[src/rtl/i2c_slave_bmp.sv]
// I2C slave exposing a small BMP-style register map (chip id, calibration RAM,
// control register, measurement registers) behind an auto-incrementing pointer.
module i2c_slave_bmp #(
  parameter logic [6:0] ADR     = 7'h77,
  parameter logic [7:0] CHIP_ID = 8'h55
) (
  input  logic        clk,
  input  logic        reset,
  input  logic        scl,
  input  logic        sda_in,
  output logic        sda_oe,
  input  logic [23:0] meas_data,
  input  logic        meas_load,
  output logic [7:0]  ctrl_out,
  output logic        ctrl_wr,
  output logic        busy
);

  localparam int unsigned CAL_N = 22;
  localparam int unsigned CNT_W = 4;
  localparam logic [CNT_W-1:0] BITS = CNT_W'(8);
  localparam logic [7:0] A_ID     = 8'hD0;
  localparam logic [7:0] A_CAL_LO = 8'hAA;
  localparam logic [7:0] A_CAL_HI = 8'hBF;
  localparam logic [7:0] A_CTRL   = 8'hF4;
  localparam logic [7:0] A_M0     = 8'hF6;
  localparam logic [7:0] A_M1     = 8'hF7;
  localparam logic [7:0] A_M2     = 8'hF8;

  typedef enum logic [3:0] {
    IDLE, ADDR, ADDR_ACK, REG, REG_ACK, WDATA, WDATA_ACK, RDATA, RDATA_ACK
  } state_t;

  state_t           state, state_n;
  logic [1:0]       scl_sync, sda_sync;
  logic             scl_q, sda_q;
  logic [1:0]       settle;
  logic [CNT_W-1:0] cnt, cnt_n;
  logic [7:0]       shift, shift_n;
  logic [7:0]       ptr, ptr_n;
  logic             rw, rw_n;
  logic             oe_n, busy_n;
  logic             wr_en;
  logic [7:0]       cal [CAL_N];
  logic [23:0]      meas;
  logic [7:0]       rd_byte;
  logic [4:0]       cal_idx;
  logic             in_cal;
  logic             scl_s, sda_s, armed;
  logic             scl_rise, scl_fall, start, stop;

  // Two-flop synchronizers plus previous-value flops; edges are gated until the chain has settled
  always_ff @(posedge clk or negedge reset) begin
    if (!reset) begin
      scl_sync <= 2'b11;
      sda_sync <= 2'b11;
      scl_q    <= 1'b1;
      sda_q    <= 1'b1;
      settle   <= 2'd0;
    end else begin
      scl_sync <= {scl_sync[0], scl};
      sda_sync <= {sda_sync[0], sda_in};
      scl_q    <= scl_sync[1];
      sda_q    <= sda_sync[1];
      settle   <= (settle == 2'd3) ? settle : settle + 2'd1;
    end
  end

  assign scl_s    = scl_sync[1];
  assign sda_s    = sda_sync[1];
  assign armed    = (settle == 2'd3);
  assign scl_rise = armed & scl_s & ~scl_q;
  assign scl_fall = armed & ~scl_s & scl_q;
  assign start    = armed & scl_s & scl_q & sda_q & ~sda_s;
  assign stop     = armed & scl_s & scl_q & ~sda_q & sda_s;

  assign in_cal  = (ptr >= A_CAL_LO) && (ptr <= A_CAL_HI);
  assign cal_idx = 5'(ptr - A_CAL_LO);

  // Register map read mux at the current pointer
  always_comb begin
    rd_byte = 8'h00;
    if (ptr == A_ID)        rd_byte = CHIP_ID;
    else if (in_cal)        rd_byte = cal[cal_idx];
    else if (ptr == A_CTRL) rd_byte = ctrl_out;
    else if (ptr == A_M0)   rd_byte = meas[23:16];
    else if (ptr == A_M1)   rd_byte = meas[15:8];
    else if (ptr == A_M2)   rd_byte = meas[7:0];
  end

  // Protocol state register and datapath
  always_ff @(posedge clk or negedge reset) begin
    if (!reset) begin
      state  <= IDLE;
      cnt    <= '0;
      shift  <= '0;
      ptr    <= '0;
      rw     <= 1'b0;
      sda_oe <= 1'b0;
      busy   <= 1'b0;
    end else begin
      state  <= state_n;
      cnt    <= cnt_n;
      shift  <= shift_n;
      ptr    <= ptr_n;
      rw     <= rw_n;
      sda_oe <= oe_n;
      busy   <= busy_n;
    end
  end

  // Next-state logic; STOP and START override whatever byte is in flight
  always_comb begin
    state_n = state;
    cnt_n   = cnt;
    shift_n = shift;
    ptr_n   = ptr;
    rw_n    = rw;
    oe_n    = sda_oe;
    busy_n  = busy;
    wr_en   = 1'b0;
    if (stop) begin
      state_n = IDLE;
      oe_n    = 1'b0;
      busy_n  = 1'b0;
    end else if (start) begin
      state_n = ADDR;
      cnt_n   = '0;
      oe_n    = 1'b0;
      busy_n  = 1'b0;
    end else begin
      unique case (state)
        IDLE: ;
        ADDR, REG, WDATA: begin
          if (scl_rise && cnt != BITS) begin
            shift_n = {shift[6:0], sda_s};
            cnt_n   = cnt + CNT_W'(1);
          end else if (scl_fall && cnt == BITS) begin
            cnt_n = '0;
            if (state == ADDR) begin
              if (shift[7:1] == ADR) begin
                state_n = ADDR_ACK;
                oe_n    = 1'b1;
                busy_n  = 1'b1;
                rw_n    = shift[0];
              end else begin
                state_n = IDLE;
              end
            end else if (state == REG) begin
              ptr_n   = shift;
              state_n = REG_ACK;
              oe_n    = 1'b1;
            end else begin
              wr_en   = 1'b1;
              state_n = WDATA_ACK;
              oe_n    = 1'b1;
            end
          end
        end
        ADDR_ACK: begin
          if (scl_fall) begin
            cnt_n = '0;
            if (rw) begin
              state_n = RDATA;
              shift_n = rd_byte;
              oe_n    = ~rd_byte[7];
            end else begin
              state_n = REG;
              oe_n    = 1'b0;
            end
          end
        end
        REG_ACK: begin
          if (scl_fall) begin
            state_n = WDATA;
            oe_n    = 1'b0;
          end
        end
        WDATA_ACK: begin
          if (scl_fall) begin
            state_n = WDATA;
            oe_n    = 1'b0;
            ptr_n   = ptr + 8'd1;
          end
        end
        RDATA: begin
          if (scl_rise && cnt != BITS) begin
            cnt_n = cnt + CNT_W'(1);
          end else if (scl_fall) begin
            if (cnt == BITS) begin
              state_n = RDATA_ACK;
              oe_n    = 1'b0;
            end else begin
              shift_n = {shift[6:0], 1'b0};
              oe_n    = ~shift[6];
            end
          end
        end
        RDATA_ACK: begin
          if (scl_rise) begin
            ptr_n = ptr + 8'd1;
            if (sda_s) begin
              state_n = IDLE;
              busy_n  = 1'b0;
            end
          end else if (scl_fall) begin
            state_n = RDATA;
            cnt_n   = '0;
            shift_n = rd_byte;
            oe_n    = ~rd_byte[7];
          end
        end
        default: state_n = IDLE;
      endcase
    end
  end

  // Writable registers, measurement latch and control-write strobe
  always_ff @(posedge clk or negedge reset) begin
    if (!reset) begin
      cal      <= '{default: 8'h00};
      ctrl_out <= 8'h00;
      ctrl_wr  <= 1'b0;
      meas     <= 24'h000000;
    end else begin
      ctrl_wr <= 1'b0;
      if (meas_load) meas <= meas_data;
      if (wr_en && in_cal) cal[cal_idx] <= shift;
      if (wr_en && ptr == A_CTRL) begin
        ctrl_out <= shift;
        ctrl_wr  <= 1'b1;
      end
    end
  end

endmodule

[config.mk]
export PLATFORM = sky130hd
export DESIGN_NAME = i2c_slave_bmp
export DESIGN_NICKNAME = d
export VERILOG_FILES = /design/src/rtl/i2c_slave_bmp.sv
export SDC_FILE = /design/constraint.sdc
export NUM_CORES = 1
export LEC_CHECK = 0
export BUFFER_PORTS_ARGS = -buffer_cell sky130_fd_sc_hd__buf_2
export CORE_MARGIN = 2
export CORE_UTILIZATION = 50
export CTS_CLUSTER_DIAMETER = 60
export DETAILED_ROUTE_END_ITERATION = 16
export GPL_TIMING_DRIVEN = 0
export PLACE_DENSITY = 0.66
export SLEW_MARGIN = 10
export SYNTH_ARGS = -nofsm -noshare
export SYNTH_HDL_FRONTEND = slang
export SYNTH_SLANG_ARGS = --single-unit
[constraint.sdc]
create_clock -name clk -period 4.3 [get_ports clk]
set_clock_uncertainty 0.05 [all_clocks]
set_input_delay 0.86 -clock clk [delete_from_list [all_inputs] [get_ports clk]]
set_output_delay 0.86 -clock clk [all_outputs]
set_load 0.02 [all_outputs]
==> results of run 1 <==
power breakdown:
| group | total [W] | leakage, nW | switching (W) | internal, W |
|---|---|---|---|---|
| sequential | 0.00241 | 3.32 | 0.0000425 | 0.00237 |
| clock | 0.00241 | 0.452 | 0.000951 | 0.00145 |
| combinational | 0.000710 | 2.46 | 0.000545 | 0.000165 |
| total | 0.00552 | 6.23 | 0.00154 | 0.00398 |
cells in the final DEF (no fill, tap or decap), drive strengths merged, types with 4 or more instances in the layout:
master / synthesis / final
nand3: 18 / 18
a21o: 4 / 4
buf: 18 / 63
a2bb2oi: 5 / 5
o221ai: 4 / 4
a22oi: 5 / 5
dfstp: 6 / 6
clkbuf: 43 / 87
mux2: 202 / 202
nand2: 45 / 45
mux4: 41 / 41
and2: 4 / 4
o21ai: 37 / 37
nand2b: 10 / 10
a21oi: 43 / 43
mux2i: 12 / 12
nand4: 8 / 8
o211ai: 7 / 7
o2bb2ai: 5 / 5
nand3b: 5 / 5
ha: 9 / 9
nor2: 47 / 47
nor2b: 6 / 6
o22a: 8 / 8
inv: 30 / 32
dfrtp: 238 / 238
nor3b: 4 / 4
o22ai: 16 / 16
and3b: 5 / 5
a221oi: 4 / 4
nor3: 6 / 6
or2: 4 / 4
worst paths after layout:
path | from | to | slack (ns) | cells past startpoint
max in group asynchronous | reset | cal[86] | 3.05 | 2
hold / removal | reset | settle[0] | 0.21 | 1
min in group clk | sda_sync[0] | sda_sync[1] | 0.30 | 0
setup reg to reg | ptr[0] | cal[171] | 0.21 | 14
setup / recovery | ptr[0] | cal[171] | 0.21 | 14
hold reg to reg | sda_sync[0] | sda_sync[1] | 0.30 | 0
stage by stage:
step	setup slack (ns)	total power, W	hold slack, ns
floorplan	0.790	0.00280	0.295
global placement	-2.07	0.00312	0.296
detailed placement	-0.345	0.00314	0.297
CTS	-0.0773	0.00554	0.235
global route	-0.00348	0.00572	0.262
finish	0.208	0.00552	0.211
sequential cells by signal, summed over array words and instances (netlist names):
| name | count |
|---|---|
| shift | 8 |
| cal | 176 |
| scl_q | 1 |
| ctrl_out | 8 |
| ptr | 8 |
| settle | 2 |
| cnt | 4 |
| state | 4 |
| meas | 24 |
| scl_sync | 2 |
| sda_sync | 2 |
| sda_q | 1 |
| ctrl_wr | 1 |
| sda_oe | 1 |
| rw | 1 |
| busy | 1 |
cell type report:
type	count	area, um^2	area share [%]
multi-input combinational	618	5710	41.2
sequential	244	6110	44.1
timing repair buffer	46	338	2.44
clock inverter	7	133	0.957
inverter	30	113	0.813
buffer	61	253	1.82
tap	319	399	2.88
clock buffer	43	796	5.74
logic make-up (layout without fill, tap and decap cells):
family	Yosys count	count (layout)	synth area share [%]
flip-flops	244	244	50.7
AO/OA/AOI/OAI	169	169	9.32
multiplexers	255	255	27.5
adder cells (fa/ha/maj)	9	9	0.934
buffers and inverters	91	187	2.98
XOR/XNOR	5	5	0.363
AND/OR/NAND/NOR	180	180	8.16
timing repair:
action | 4_1_cts | 5_1_grt
setup buffers | 0 | 6
gates resized for setup | 4 | 26
pin swaps | 0 | 6
endpoints found under the setup margin | 176 | 184
layer usage:
layer	vias to the layer above	routed length [um]	track usage [%]	share of wire [%]
li1	3704	-	-	-
met1	4237	13700	34.5	44
met2	261	14400	39.2	47
met3	73	1570	3.41	5.1
met4	0	1210	8.72	3.9
met5	-	0	0	0
==> out/metrics.json, run 1 <==
{
  "outcome": {
    "run_status": "finished clean"
  },
  "critical_path": {
    "critical_path.max_fanout": 10,
    "crit_family": "buffers and inverters",
    "criticalPathCategory": "reg2reg",
    "cp_num_buf_inv": 7,
    "critPathLaunchType": "flip-flop",
    "cp_capture_type": "flip-flop",
    "cp_slowest_stage_delay_ns": 0.52,
    "crit_path_cell_trace": "buf_2 -> buf_4 -> buf_4 -> buf_2 -> inv_1 -> ha_1 -> buf_2 -> o31a_1 -> o2111ai_4 -> nor4_4 -> buf_4 -> nand2_4 -> nor2_4 -> mux2_2",
    "required_ns": 4.68,
    "critical-path-slowest-cell": "nor4_4",
    "cp.arrival_ns": 4.47
  },
  "layout": {
    "post-route-util_pct": 58.9,
    "final_cells": 1368,
    "fillers": 1906,
    "final_layout_size_suffix_gt1_share_pct": 37.0,
    "antenna_cells_inserted": 0,
    "num-nets-final": 1066,
    "stdcell_area_um2": 13900,
    "flow.area_growth_from_synthesis_pct": 15.0
  },
  "yosys": {
    "area_of_the_mapped_netlist_um2": 12100,
    "synth_commonest_cells": "dfrtp_1, mux2_2, nand2_1",
    "synthesis.instances": 953,
    "post_synthesis_register_bit_count": 244,
    "yosysSeqAreaShare_pct": 50.7,
    "synth_warnings": 0,
    "async_reset_ff_share_pct": 100,
    "synth_edf_count": 0,
    "synth_largest_area_cell": "dfrtp_1",
    "ys_dominant_reg_cell": "dfrtp_1",
    "yosysUniqueCellTypes": 63,
    "syn_avg_cell_area_um2": 12.6,
    "synth_most_common_cell": "dfrtp_1",
    "post-synth-top-area-fraction_pct": 49.4,
    "postSynthNetCount": 991,
    "yosys-top-cells-area": "dfrtp_1, mux2_2, mux4_2"
  },
  "place": {
    "placed_cell_area_um2": 12700,
    "buffer_ports.inserted": 38,
    "finalWeightedCongestion": 0.910,
    "placed_cells_incl_taps": 1312,
    "detailed_placement_wirelength_estimate_mm": 21.6
  },
  "clock_tree": {
    "hold_buffers": 0,
    "h-tree-depth": 1,
    "ctsRootBufferMaster": "clkbuf_16",
    "worstSkewPairLatency_ns": 0.55,
    "maximum_clock_path_buffer_count": 3,
    "cts-buffers-inserted": 27,
    "tritoncts_clock_tree": "done",
    "clk_pin_slew_ns": 0.06,
    "cts.sink_count": 244
  },
  "detailed_routing": {
    "route.detailed.wl_per_inst_um": 22.6,
    "via_density_per_instance": 6.05,
    "firstDrtPassIters": 6,
    "drt-initial-drc-count": 544,
    "postRouteAntennaNets": 0,
    "vias": 8275,
    "route.final.wire_length_mm": 30.9,
    "route.detailed.drc": 0
  },
  "sta": {
    "timing.slew.headroom_pct": 36.1,
    "clock.fmax_ghz": 0.244,
    "fin_crit_sh_pct": 95.2,
    "slew_viol_final": 0,
    "timing.final.hold_violations": 0,
    "endpoints_failing_setup": 0,
    "timing.setup.tns_ns": 0,
    "max_slew.worst_pin.slew_ns": 0.951,
    "min_period_ns": 4.09
  },
  "flow_run": {
    "drv_cap": 0
  },
  "floorplanning": {
    "die-height_um": 159,
    "chipWidth_um": 159,
    "design.die.area_um2": 25400,
    "core_um2": 23500,
    "row_cnt": 56,
    "top_level_ports": 40,
    "starting_density_of_the_core_pct": 51.2
  },
  "global_routing": {
    "grt_util_all_layers_pct": 24.5,
    "grt_pass1_vias": 8378,
    "pin_count_of_the_biggest_net_entering_global_routing": 111,
    "grt_overflow_total": 0,
    "antenna_found_initial": 0,
    "grt_first_pass_wirelength_mm": 48.6
  },
  "hold_path": {
    "timing.hold.worst.class": "in2async"
  },
  "power_and_ir_drop": {
    "power_leakage_nw": 6.23,
    "max-vdd-ir-drop_v": 0.000297,
    "power_per_cell_area_nw_per_um2": 399
  }
}
(Power assumes the default switching activity.)
==> inputs of run 2 (changes only) <==
Settings changed: ABC_AREA set to 1.
==> out/metrics.json, run 2 <==
{
  "outcome": {
    "run_status": "finished clean"
  },
  "place": {
    "dp_slack": {"value": 0.538, "unit": "ns", "change": "+0.883 ns"},
    "detailed_placement_wirelength_estimate": {"value": 25.1, "unit": "mm", "change": "+16%"},
    "finalWeightedCongestion": {"value": 0.937, "change": "+2.9%"},
    "placed_cell_area": {"value": 13500, "unit": "um^2", "change": "+6.4%"},
    "buffer_ports.inserted": {"value": 38, "change": "unchanged"}
  },
  "yosys": {
    "synth_warnings": {"value": 0, "change": "unchanged"},
    "synth_fa_ha_area_share": {"value": 0.877, "unit": "%", "change": "-0.058 points"},
    "async_reset_ff_share": {"value": 100, "unit": "%", "change": "unchanged"},
    "post_synthesis_register_bit_count": {"value": 244, "change": "unchanged"},
    "yosysSeqAreaShare": {"value": 47.6, "unit": "%", "change": "-3.1 points"},
    "synthesis.instances": {"value": 1581, "change": "+66%"},
    "synth_top_family_by_area": "simple AND/OR/NAND/NOR gates",
    "synth_simple_gate_area_share": {"value": 25.6, "unit": "%", "change": "+17 points"},
    "synth_largest_area_cell": "dfrtp_1",
    "yosys-top-cells-area": "dfrtp_1, nand2_1, o21ai_2",
    "area_of_the_mapped_netlist": {"value": 12800, "unit": "um^2", "change": "+6.6%"},
    "syn_avg_cell_area": {"value": 8.13, "unit": "um^2", "change": "-36%"},
    "synth_commonest_cells": "nand2_1, dfrtp_1, inv_1",
    "yosys-mux-area-fraction": {"value": 0.701, "unit": "%", "change": "-27 points"},
    "yosysUniqueCellTypes": {"value": 51, "change": "-19%"},
    "postSynthNetCount": {"value": 1619, "change": "+63%"},
    "synth_xor_xnor_area_share": {"value": 0.536, "unit": "%", "change": "+0.17 points"},
    "ys_dominant_reg_cell": "dfrtp_1",
    "synth_most_common_cell": "nand2_1",
    "post-synth-top-area-fraction": {"value": 46.4, "unit": "%", "change": "-3.1 points"},
    "synth_edf_count": {"value": 0, "change": "unchanged"},
    "area_fraction_in_compound_gates_after_synthesis": {"value": 16.9, "unit": "%", "change": "+7.6 points"}
  },
  "critical_path": {
    "crit_path_cell_trace": "inv_2 -> buf_1 -> ha_1 -> buf_4 -> clkinv_1 -> clkbuf_1 -> nand3_1 -> nand3_1 -> nand3_1 -> nand3_1 -> nand2_1 -> nand2_1 -> nand2_1 -> nand2_1 -> nand2_1",
    "criticalPathCategory": "reg2reg",
    "setup.worst_path.start": "ptr[1]",
    "cp.arrival": {"value": 4.25, "unit": "ns", "change": "-0.22 ns"},
    "cp_capture_type": "flip-flop",
    "critical-path-slowest-cell": "buf_1",
    "worst_setup_ep": "sda_oe",
    "reg2reg_from": "ptr[1]",
    "cp_slowest_stage_delay": {"value": 0.67, "unit": "ns", "change": "+0.15 ns"},
    "setup.reg_to_reg.worst_slack": {"value": 0.45, "unit": "ns", "change": "+0.24 ns"},
    "worst-r2r-cell-count": {"value": 15, "change": "+1"},
    "timing.rr.end": "sda_oe",
    "critPathMostFrequentCell": "nand2_1",
    "required": {"value": 4.70, "unit": "ns", "change": "+0.02 ns"},
    "critPathLaunchType": "flip-flop",
    "critical_path.max_fanout": {"value": 12, "change": "+2"}
  },
  "floorplanning": {
    "die-height": {"value": 164, "unit": "um", "change": "+3.2%"},
    "row_cnt": {"value": 58, "change": "+3.6%"},
    "design.die.area": {"value": 27000, "unit": "um^2", "change": "+6.4%"},
    "top_level_ports": {"value": 40, "change": "unchanged"},
    "chipWidth": {"value": 164, "unit": "um", "change": "+3.2%"},
    "starting_density_of_the_core": {"value": 51.0, "unit": "%", "change": "-0.18 points"},
    "core": {"value": 25200, "unit": "um^2", "change": "+7.0%"}
  },
  "layout": {
    "stdcell_area": {"value": 14500, "unit": "um^2", "change": "+4.5%"},
    "layout_common_cells": "nand2_1, dfrtp_1, inv_1, o21ai_1, o21ai_0",
    "flow.area_growth_from_synthesis_pct": 12.7,
    "final_layout_size_suffix_gt1_share": {"value": 17.1, "unit": "%", "change": "-20 points"},
    "max_reg_flops": {"value": 176, "change": "unchanged"},
    "largest_register": "cal",
    "biggestRegsByFlops": "cal (176), meas (24)",
    "antenna_cells_inserted": {"value": 0, "change": "unchanged"},
    "num-nets-final": {"value": 1691, "change": "+59%"},
    "mostFrequentLayoutCell": "nand2_1"
  },
  "flow_run": {
    "drv_cap": {"value": 0, "change": "unchanged"}
  },
  "detailed_routing": {
    "via_density_per_instance": {"value": 5.45, "change": "-10%"},
    "drt-initial-drc-count": {"value": 1048, "change": "+93%"},
    "route.final.wire_length": {"value": 36.1, "unit": "mm", "change": "+17%"},
    "postRouteAntennaNets": {"value": 0, "change": "unchanged"},
    "firstDrtPassIters": {"value": 7, "change": "+1"},
    "route.detailed.drc": {"value": 0, "change": "unchanged"},
    "vias": {"value": 10929, "change": "+32%"},
    "route.detailed.wl_per_inst": {"value": 18.0, "unit": "um", "change": "-20%"}
  },
  "global_routing": {
    "antenna_found_initial": {"value": 0, "change": "unchanged"},
    "grt_first_pass_wirelength": {"value": 58.2, "unit": "mm", "change": "+20%"},
    "pin_count_of_the_biggest_net_entering_global_routing": {"value": 98, "change": "-12%"},
    "grt_pass1_vias": {"value": 10500, "change": "+25%"},
    "grt_util_all_layers": {"value": 27.8, "unit": "%", "change": "+3.3 points"},
    "grt_overflow_total": {"value": 0, "change": "unchanged"}
  },
  "sta": {
    "rsz0062_at_grt": "false",
    "slew_viol_final": {"value": 0, "change": "unchanged"},
    "timing.setup.tns": {"value": 0, "unit": "ns", "change": "unchanged"},
    "max_slew.worst_pin.slew": {"value": 0.883, "unit": "ns", "change": "-0.0685 ns"},
    "timing.final.hold_violations": {"value": 0, "change": "unchanged"},
    "timing.slew.headroom": {"value": 41.1, "unit": "%", "change": "+5.0 points"},
    "min_period": {"value": 3.85, "unit": "ns", "change": "-0.240 ns"},
    "clock.fmax": {"value": 0.260, "unit": "GHz", "change": "+6.2%"},
    "endpoints_failing_setup": {"value": 0, "change": "unchanged"},
    "hold_ws": {"value": 0.244, "unit": "ns", "change": "+0.0329 ns"},
    "finalWorstSetupSlack": {"value": 0.447, "unit": "ns", "change": "+0.240 ns"},
    "fin_crit_sh": {"value": 89.6, "unit": "%", "change": "-5.6 points"}
  },
  "clock_tree": {
    "worstSkewPairLatency": {"value": 0.55, "unit": "ns", "change": "about the same"},
    "h-tree-depth": {"value": 1, "change": "unchanged"},
    "tritoncts_clock_tree": "done",
    "hold_buffers": {"value": 0, "change": "unchanged"},
    "maximum_clock_path_buffer_count": {"value": 3, "change": "unchanged"},
    "resized_cells_post_cts": {"value": 0, "change": "-4"},
    "ctsRootBufferMaster": "clkbuf_16",
    "cts.sink_count": {"value": 244, "change": "unchanged"},
    "cts-buffers-inserted": {"value": 30, "change": "+11%"},
    "post_cts.repair.setup_buffers": {"value": 0, "change": "unchanged"},
    "clk_pin_slew": {"value": 0.06, "unit": "ns", "change": "about the same"}
  },
  "power_and_ir_drop": {
    "power_leakage": {"value": 7.11, "unit": "nW", "change": "+14%"},
    "max-vdd-ir-drop": {"value": 0.000434, "unit": "V", "change": "+46%"},
    "power_per_cell_area": {"value": 616, "unit": "nW/um^2", "change": "+55%"}
  },
  "hold_path": {
    "timing.hold.worst.class": "in2async"
  }
}
==> run 2: routing by layer <==
layer | GRT usage [%] | up-vias | part of all wire (%)
li1 | - | 5287 | -
met1 | 41.9 | 5203 | 47
met2 | 40.9 | 363 | 43
met3 | 3.99 | 76 | 6.7
met4 | 9.73 | 0 | 3.4
met5 | 0 | - | 0
==> run 2: worst min-delay path by stage <==
stage           startpoint           to
2_1_floorplan  scl_sync[0]  scl_sync[1]
3_3_place_gp   scl_sync[0]  scl_sync[1]
3_5_place_dp   sda_sync[0]  sda_sync[1]
4_1_cts              reset     cal[132]
5_1_grt              reset     cal[132]
6_report             reset     cal[132]
==> run 2: worst max-delay path, delay by kind of cell, from the launching register on <==
family                   cells  cell delay, ns
adder cells (fa/ha/maj)      1            0.35
flip-flops                   1            0.45
AND/OR/NAND/NOR              9            0.94
buffers and inverters        5            1.94
==> run 2: cell type report <==
| cell class | count | area, um^2 |
|---|---|---|
| Inverter | 136 | 513 |
| Clock buffer | 40 | 850 |
| Sequential cell | 244 | 6110 |
| Tap cell | 330 | 413 |
| Buffer | 81 | 484 |
| Timing Repair Buffer | 40 | 255 |
| Clock inverter | 16 | 111 |
| Multi-Input combinational cell | 1120 | 5740 |
| Fill cell | 2333 | 10700 |
==> run 2: power by group <==
part	internal, W	switching [W]	total (W)	leakage, nW
Clock	0.00140	0.00104	0.00244	0.476
Sequential	0.00244	0.000138	0.00258	3.28
Combinational	0.000957	0.00295	0.00391	3.35
==> run 2: cells by family after synthesis <==
| group | after synthesis |
|---|---|
| buffers and inverters | 217 |
| multiplexers | 8 |
| XOR/XNOR | 7 |
| flip-flops | 244 |
| adder cells (fa/ha/maj) | 9 |
| AO/OA/AOI/OAI | 361 |
| AND/OR/NAND/NOR | 735 |
==> run 2: metrics by stage <==
step / util, % / std cells / total power, W
6_report: 57.5 / 2007 / 0.00892
4_1_cts: 57.5 / 2007 / 0.00889
2_1_floorplan: - / 1581 / 0.00514
3_3_place_gp: 53.4 / 1949 / 0.00641
5_1_grt: 57.5 / 2007 / 0.00944
3_5_place_dp: 53.7 / 1951 / 0.00643
